## src/rtl/res_writeback.sv

```systemverilog
// res_writeback: saturates signed accumulator results to bytes, packs four per 32-bit word, writes words to memory.
// Latency: the word is presented on mem_* the cycle after lane 3 (or a flush) is accepted; back-to-back words have no bubble.
// Backpressure: mem_wr_en/mem_adr/mem_wdata are held until mem_ack; res_ready drops only when a full packed word waits behind a pending write.
//
// Ports:
//   clk, rst              sole clock (rising edge), asynchronous active-high reset
//   start, base_adr       run start (honoured in IDLE only) and first word address
//   res_valid, res_data   one-cycle result strobe and signed result (DATA_W bits)
//   res_ready             result can be accepted this cycle
//   flush                 write out a partially packed word (zero padded)
//   mem_wr_en, mem_adr,   write request, word address, packed data;
//   mem_wdata, mem_ack    held stable until mem_ack
//   word_count            words acknowledged this run
//   busy, done            high in COLLECT/WRITE; one-cycle end-of-run pulse
module res_writeback #(
  parameter int DATA_W    = 16,
  parameter int NUM_WORDS = 43
) (
  input  logic              clk,
  input  logic              rst,
  input  logic              start,
  input  logic [7:0]        base_adr,
  input  logic              res_valid,
  input  logic [DATA_W-1:0] res_data,
  input  logic              flush,
  input  logic              mem_ack,
  output logic              res_ready,
  output logic              mem_wr_en,
  output logic [7:0]        mem_adr,
  output logic [31:0]       mem_wdata,
  output logic [7:0]        word_count,
  output logic              busy,
  output logic              done
);

  localparam logic [7:0] NUM_W8 = 8'(NUM_WORDS);

  typedef enum logic [1:0] {S_IDLE, S_COLLECT, S_WRITE, S_DONE} state_t;

  state_t      r_state;
  logic [31:0] r_pack;      // lanes above r_lane are always zero, so flush padding is free
  logic [2:0]  r_lane;      // 0..4; 4 only while a full word waits behind a pending write
  logic        r_wr_en;
  logic [7:0]  r_adr;
  logic [31:0] r_wdata;
  logic [7:0]  r_word_count;

  logic [7:0]  w_byte;
  logic        w_acc;
  logic [2:0]  w_lane_nxt;
  logic [31:0] w_pack_nxt;
  logic        w_full;
  logic        w_flush;
  logic        w_ack;
  logic        w_last;

  // Saturate the signed result into 0..255.
  always_comb begin
    w_byte = res_data[7:0];
    if (res_data[DATA_W-1])
      w_byte = 8'd0;
    else if (|res_data[DATA_W-2:8])
      w_byte = 8'd255;
  end

  assign res_ready = ((r_state == S_COLLECT) || (r_state == S_WRITE)) &&
                     !((r_lane == 3'd4) && r_wr_en);
  assign w_acc      = res_valid && res_ready;
  assign w_lane_nxt = r_lane + {2'b00, w_acc};

  always_comb begin
    w_pack_nxt = r_pack;
    if (w_acc) begin
      case (r_lane[1:0])
        2'd0:    w_pack_nxt[7:0]   = w_byte;
        2'd1:    w_pack_nxt[15:8]  = w_byte;
        2'd2:    w_pack_nxt[23:16] = w_byte;
        default: w_pack_nxt[31:24] = w_byte;
      endcase
    end
  end

  // Flush sees the lane count after this cycle's accept, so a same-cycle result is included.
  assign w_full  = (w_lane_nxt == 3'd4);
  assign w_flush = flush && (r_state == S_COLLECT) && (w_lane_nxt != 3'd0);
  assign w_ack   = mem_ack && r_wr_en;
  assign w_last  = ((r_word_count + 8'd1) == NUM_W8);

  always_ff @(posedge clk or posedge rst) begin
    if (rst) begin
      r_state      <= S_IDLE;
      r_pack       <= 32'd0;
      r_lane       <= 3'd0;
      r_wr_en      <= 1'b0;
      r_adr        <= 8'd0;
      r_wdata      <= 32'd0;
      r_word_count <= 8'd0;
    end else begin
      case (r_state)
        S_IDLE: begin
          if (start) begin
            r_state      <= S_COLLECT;
            r_adr        <= base_adr;
            r_word_count <= 8'd0;
            r_lane       <= 3'd0;
            r_pack       <= 32'd0;
          end
        end
        S_COLLECT: begin
          if (w_full || w_flush) begin
            r_wdata <= w_pack_nxt;
            r_wr_en <= 1'b1;
            r_pack  <= 32'd0;
            r_lane  <= 3'd0;
            r_state <= S_WRITE;
          end else begin
            r_pack <= w_pack_nxt;
            r_lane <= w_lane_nxt;
          end
        end
        S_WRITE: begin
          if (w_ack) begin
            r_adr        <= r_adr + 8'd1;
            r_word_count <= r_word_count + 8'd1;
            if (w_last) begin
              // Run complete: any partially packed lanes are discarded.
              r_wr_en <= 1'b0;
              r_pack  <= 32'd0;
              r_lane  <= 3'd0;
              r_state <= S_DONE;
            end else if (w_full) begin
              // Next word is ready: reload without dropping mem_wr_en.
              r_wdata <= w_pack_nxt;
              r_pack  <= 32'd0;
              r_lane  <= 3'd0;
            end else begin
              r_wr_en <= 1'b0;
              r_pack  <= w_pack_nxt;
              r_lane  <= w_lane_nxt;
              r_state <= S_COLLECT;
            end
          end else begin
            r_pack <= w_pack_nxt;
            r_lane <= w_lane_nxt;
          end
        end
        S_DONE: begin
          r_state <= S_IDLE;
        end
        default: begin
          r_state <= S_IDLE;
        end
      endcase
    end
  end

  assign mem_wr_en  = r_wr_en;
  assign mem_adr    = r_adr;
  assign mem_wdata  = r_wdata;
  assign word_count = r_word_count;
  assign busy       = (r_state == S_COLLECT) || (r_state == S_WRITE);
  assign done       = (r_state == S_DONE);

endmodule

```

## config.mk

```make
export PLATFORM = sky130hd
export DESIGN_NAME = res_writeback
export DESIGN_NICKNAME = d
export VERILOG_FILES = /design/src/rtl/res_writeback.sv
export SDC_FILE = /design/constraint.sdc
export NUM_CORES = 1
export LEC_CHECK = 0
export CAP_MARGIN = 15
export CORE_ASPECT_RATIO = 1.1
export CORE_MARGIN = 10
export CORE_UTILIZATION = 56
export DETAILED_ROUTE_END_ITERATION = 8
export GPL_ROUTABILITY_DRIVEN = 0
export PLACE_DENSITY = 0.95
export SLEW_MARGIN = 20
export SYNTH_ARGS = -nofsm -noshare
export SYNTH_HDL_FRONTEND = slang
export SYNTH_SLANG_ARGS = --single-unit
export TNS_END_PERCENT = 30
```

## constraint.sdc

```tcl
create_clock -name clk -period 5.8 [get_ports clk]
set_input_delay 1.16 -clock clk [delete_from_list [all_inputs] [get_ports clk]]
set_output_delay 1.16 -clock clk [all_outputs]
set_load 0.01 [all_outputs]
```

==> flow_summary.ini <==
[synth]
synth.top_cells.by_area = sky130_fd_sc_hd__dfrtp_1, sky130_fd_sc_hd__a21oi_1, sky130_fd_sc_hd__nor2_1, sky130_fd_sc_hd__a22o_1, sky130_fd_sc_hd__o21ai_0
cell_accounting_for_the_most_synthesized_area = sky130_fd_sc_hd__dfrtp_1
ys_seq_elements = 86
yosys_warnings = 0
synth.lib_cells_used.distinct = 41
synth-edff-count = 0
postSynthAreaPerCell_um2 = 9.12
syn_nets = 504
postSynthCellCount = 465
async_reset_ff_frac = 1.00
synth-seq-area-share = 0.508
mappedNetlistArea_mm2 = 0.00424
synth_flop_cell = sky130_fd_sc_hd__dfrtp_1
synth_largest_type_area_fraction = 0.508

[place]
placedInstanceArea_mm2 = 0.00509
hpwlAfterDp_um = 8210
dp_slack_ns = 1.28
portBuffers = 81
place.detailed.instances = 613

[global_routing]
maximum_number_of_pins_on_one_net_before_global_route_repair = 65
grt.overflow.total = 0
grt_pass1_wl_um = 18900
via_count_of_the_first_global_routing_pass = 3758
antenna_found_initial = 0
global_route.usage.total = 0.205

[critical_path]
critical_path.startpoint_type = primary input
critPathCaptureType = register
setup.reg_to_reg.worst_slack_ns = 1.74
worstPathArrival_ns = 4.45
timing.critical_path.slowest_cell_delay_ns = 0.88
worst_setup_path_startpoint = res_valid
worst_r2r_startpoint = r_state[0]
r2r-end = mem_wdata[23]
worstPathCellList = clkdlybuf4s50_1 > and2_1 > o31a_1 > ha_1 > ha_1 > or2_2 > or2_2 > a21oi_1 > a41o_2 > nor2_1 > a21oi_1
crit_path_top_delay_cell = sky130_fd_sc_hd__a41o_2
worstRegToRegCells = 12
timing.critical_path.required_ns = 6.07
critical_path.max_fanout = 64
timing.setup.critical_path_class = in2reg
crit_path_end = mem_wdata[23]

[sta]
period_share = 0.720
timing.final.setup_violations = 0
report.final.slew_viol_count = 0
slew-limit-headroom = 0.366
clock_skew_ns = 0.0137
fin_crit_ns = 4.18
fin_ws_ns = 1.62
final.setup.tns_ns = 0
fmaxAchievable_mhz = 239
rsz0062_at_grt = false
report.final.hold_viol_count = 0
timing_worst_slew_pin_value_ns = 0.950

[route]
num_vias = 3857
drt_pre_antenna_iters = 5
routed_via_density = 6.13
detail-route-antenna-nets = 0
initialDrtViolationCount = 323
wl_per_cell_um = 18.7
finalWirelength_um = 11800
drt_drc_violations_left = 0

[floorplanning]
ioPinCount = 82
coreArea_mm2 = 0.00743
initial_core_utilization = 0.571
die_width_um = 103
fp.dieArea_mm2 = 0.0115
core.rowCount = 33
die_h_um = 111

[cells_and_area]
final_cell_mix = sky130_fd_sc_hd__nor2_1, sky130_fd_sc_hd__dfrtp_1, sky130_fd_sc_hd__clkdlybuf4s50_1
final_net_count = 576
n_antenna_cell = 0
fin_area_mm2 = 0.00532
post_layout_nonfiller_instances = 629
register_area_mm2 = 0.00215
fillerInstances = 512
drive_gt1_frac = 0.0775
fin_util = 0.716
area_of_the_multi_input_gates_mm2 = 0.00197
syn_to_final_growth_pct = 25.5

[cts]
cts_tree = yes
cts.htree.levels = 3
cts.hold.buffers_added = 0
clk_pin_slew_worst_paths_ns = 0.08
cts_setup_buffers = 0
library_cell_used_as_clock_root_buffer = sky130_fd_sc_hd__clkbuf_8
cts-root-to-sink-buffers = 2
cts_resized = 0
worstSkewPairLatency_ns = 0.36
numCtsBuffers = 9
clock_sinks = 86

[pwr]
power.leakage_nw = 2.31
internal_power_summed_over_all_cells_mw = 1.68
net-switching-power_mw = 1.24
clkPwrFrac = 0.165
switching_power_share_of_the_total = 0.425
sequentialPowerShare = 0.323
vdd_drop_max_v = 0.000492
combPwrFrac = 0.512
power.density_mw_per_mm2 = 549

[min_path]
holdCritPathClass = reg2reg

[status]
run_status = finished clean

[job]
cap_viol_max_count = 0
cells by family after synthesis:
kind of cell | after synthesis | synth area share
AND/OR/NAND/NOR | 171 | 0.182
buffers and inverters | 32 | 0.0286
flip-flops | 86 | 0.508
adder cells (fa/ha/maj) | 9 | 0.0266
AO/OA/AOI/OAI | 164 | 0.248
XOR/XNOR | 1 | 0.00207
multiplexers | 2 | 0.00472
power by group through the flow:
| stage | Combinational [mW] | Sequential [mW] | Clock, mW |
|---|---|---|---|
| after floorplan | 0.864 | 0.993 | 0 |
| after global placement | 1.40 | 0.945 | 0 |
| after detailed placement | 1.48 | 0.952 | 0 |
| after CTS | 1.50 | 0.942 | 0.484 |
| after global routing | 1.64 | 0.967 | 0.509 |
| final | 1.49 | 0.943 | 0.482 |
how the worst min path moves through the flow:
stage	depth (start not counted)	to	startpoint
4_1_cts	1	r_pack[17]	r_pack[17]
5_1_grt	1	r_pack[17]	r_pack[17]
3_5_place_dp	1	r_pack[27]	r_pack[27]
2_1_floorplan	1	r_pack[0]	r_pack[0]
6_report	1	r_pack[17]	r_pack[17]
3_3_place_gp	1	r_pack[24]	r_pack[24]
state kept, by name, summed over array words and instances, names as in the netlist:
| name | flops |
|---|---|
| r_state | 2 |
| mem_wdata | 32 |
| mem_adr | 8 |
| r_lane | 3 |
| mem_wr_en | 1 |
| word_count | 8 |
| r_pack | 32 |
final cells by class:
class	count	share of cell area
flip-flops and latches	86	0.404
clock buffers	9	0.0233
multi-input cells	347	0.370
inverters	10	0.00729
well taps	87	0.0205
repair buffers	83	0.155
clock inverters	7	0.0190
Yosys cell counts (2+ instances only):
library cell,n
sky130_fd_sc_hd__nand2_1,33
sky130_fd_sc_hd__nor3b_1,2
sky130_fd_sc_hd__inv_1,10
sky130_fd_sc_hd__o21ai_0,28
sky130_fd_sc_hd__nor2b_1,4
sky130_fd_sc_hd__nand3_1,14
sky130_fd_sc_hd__and3_1,2
sky130_fd_sc_hd__dfrtp_1,86
sky130_fd_sc_hd__clkbuf_1,20
sky130_fd_sc_hd__a22o_1,34
sky130_fd_sc_hd__nor3_2,4
sky130_fd_sc_hd__nor3_1,4
sky130_fd_sc_hd__o31ai_1,2
sky130_fd_sc_hd__o31a_1,2
sky130_fd_sc_hd__a21oi_1,80
sky130_fd_sc_hd__mux2i_1,2
sky130_fd_sc_hd__ha_1,9
sky130_fd_sc_hd__nand2b_1,3
sky130_fd_sc_hd__o31ai_2,4
sky130_fd_sc_hd__o22ai_1,2
sky130_fd_sc_hd__nor2_1,86
sky130_fd_sc_hd__o211ai_1,2
sky130_fd_sc_hd__and2_1,2
sky130_fd_sc_hd__or2_2,11
sky130_fd_sc_hd__nand3b_1,3
per-layer routing:
metal | vias to the layer above | global-route usage | part of all wire
met5 | - | 0 | 0
li1 | 1786 | - | -
met2 | 190 | 0.337 | 0.51
met4 | 0 | 0.0696 | 0.017
met1 | 1858 | 0.248 | 0.38
met3 | 23 | 0.0592 | 0.091
metrics by stage:
stage | power (mW) | hold slack (ns)
5_1_grt | 3.12 | 0.517
4_1_cts | 2.92 | 0.509
3_3_place_gp | 2.35 | 0.483
6_report | 2.92 | 0.506
2_1_floorplan | 1.86 | 0.466
3_5_place_dp | 2.43 | 0.487
worst max-delay path, delay by kind of cell:
family | cells | cell delay, ns
AOI/OAI and AO/OA | 4 | 1.46
and+or+nand+nor | 4 | 0.99
buffers and inverters | 1 | 0.45
adders and majority gates | 2 | 0.38
Note: power is estimated with default switching activity, not from simulation.
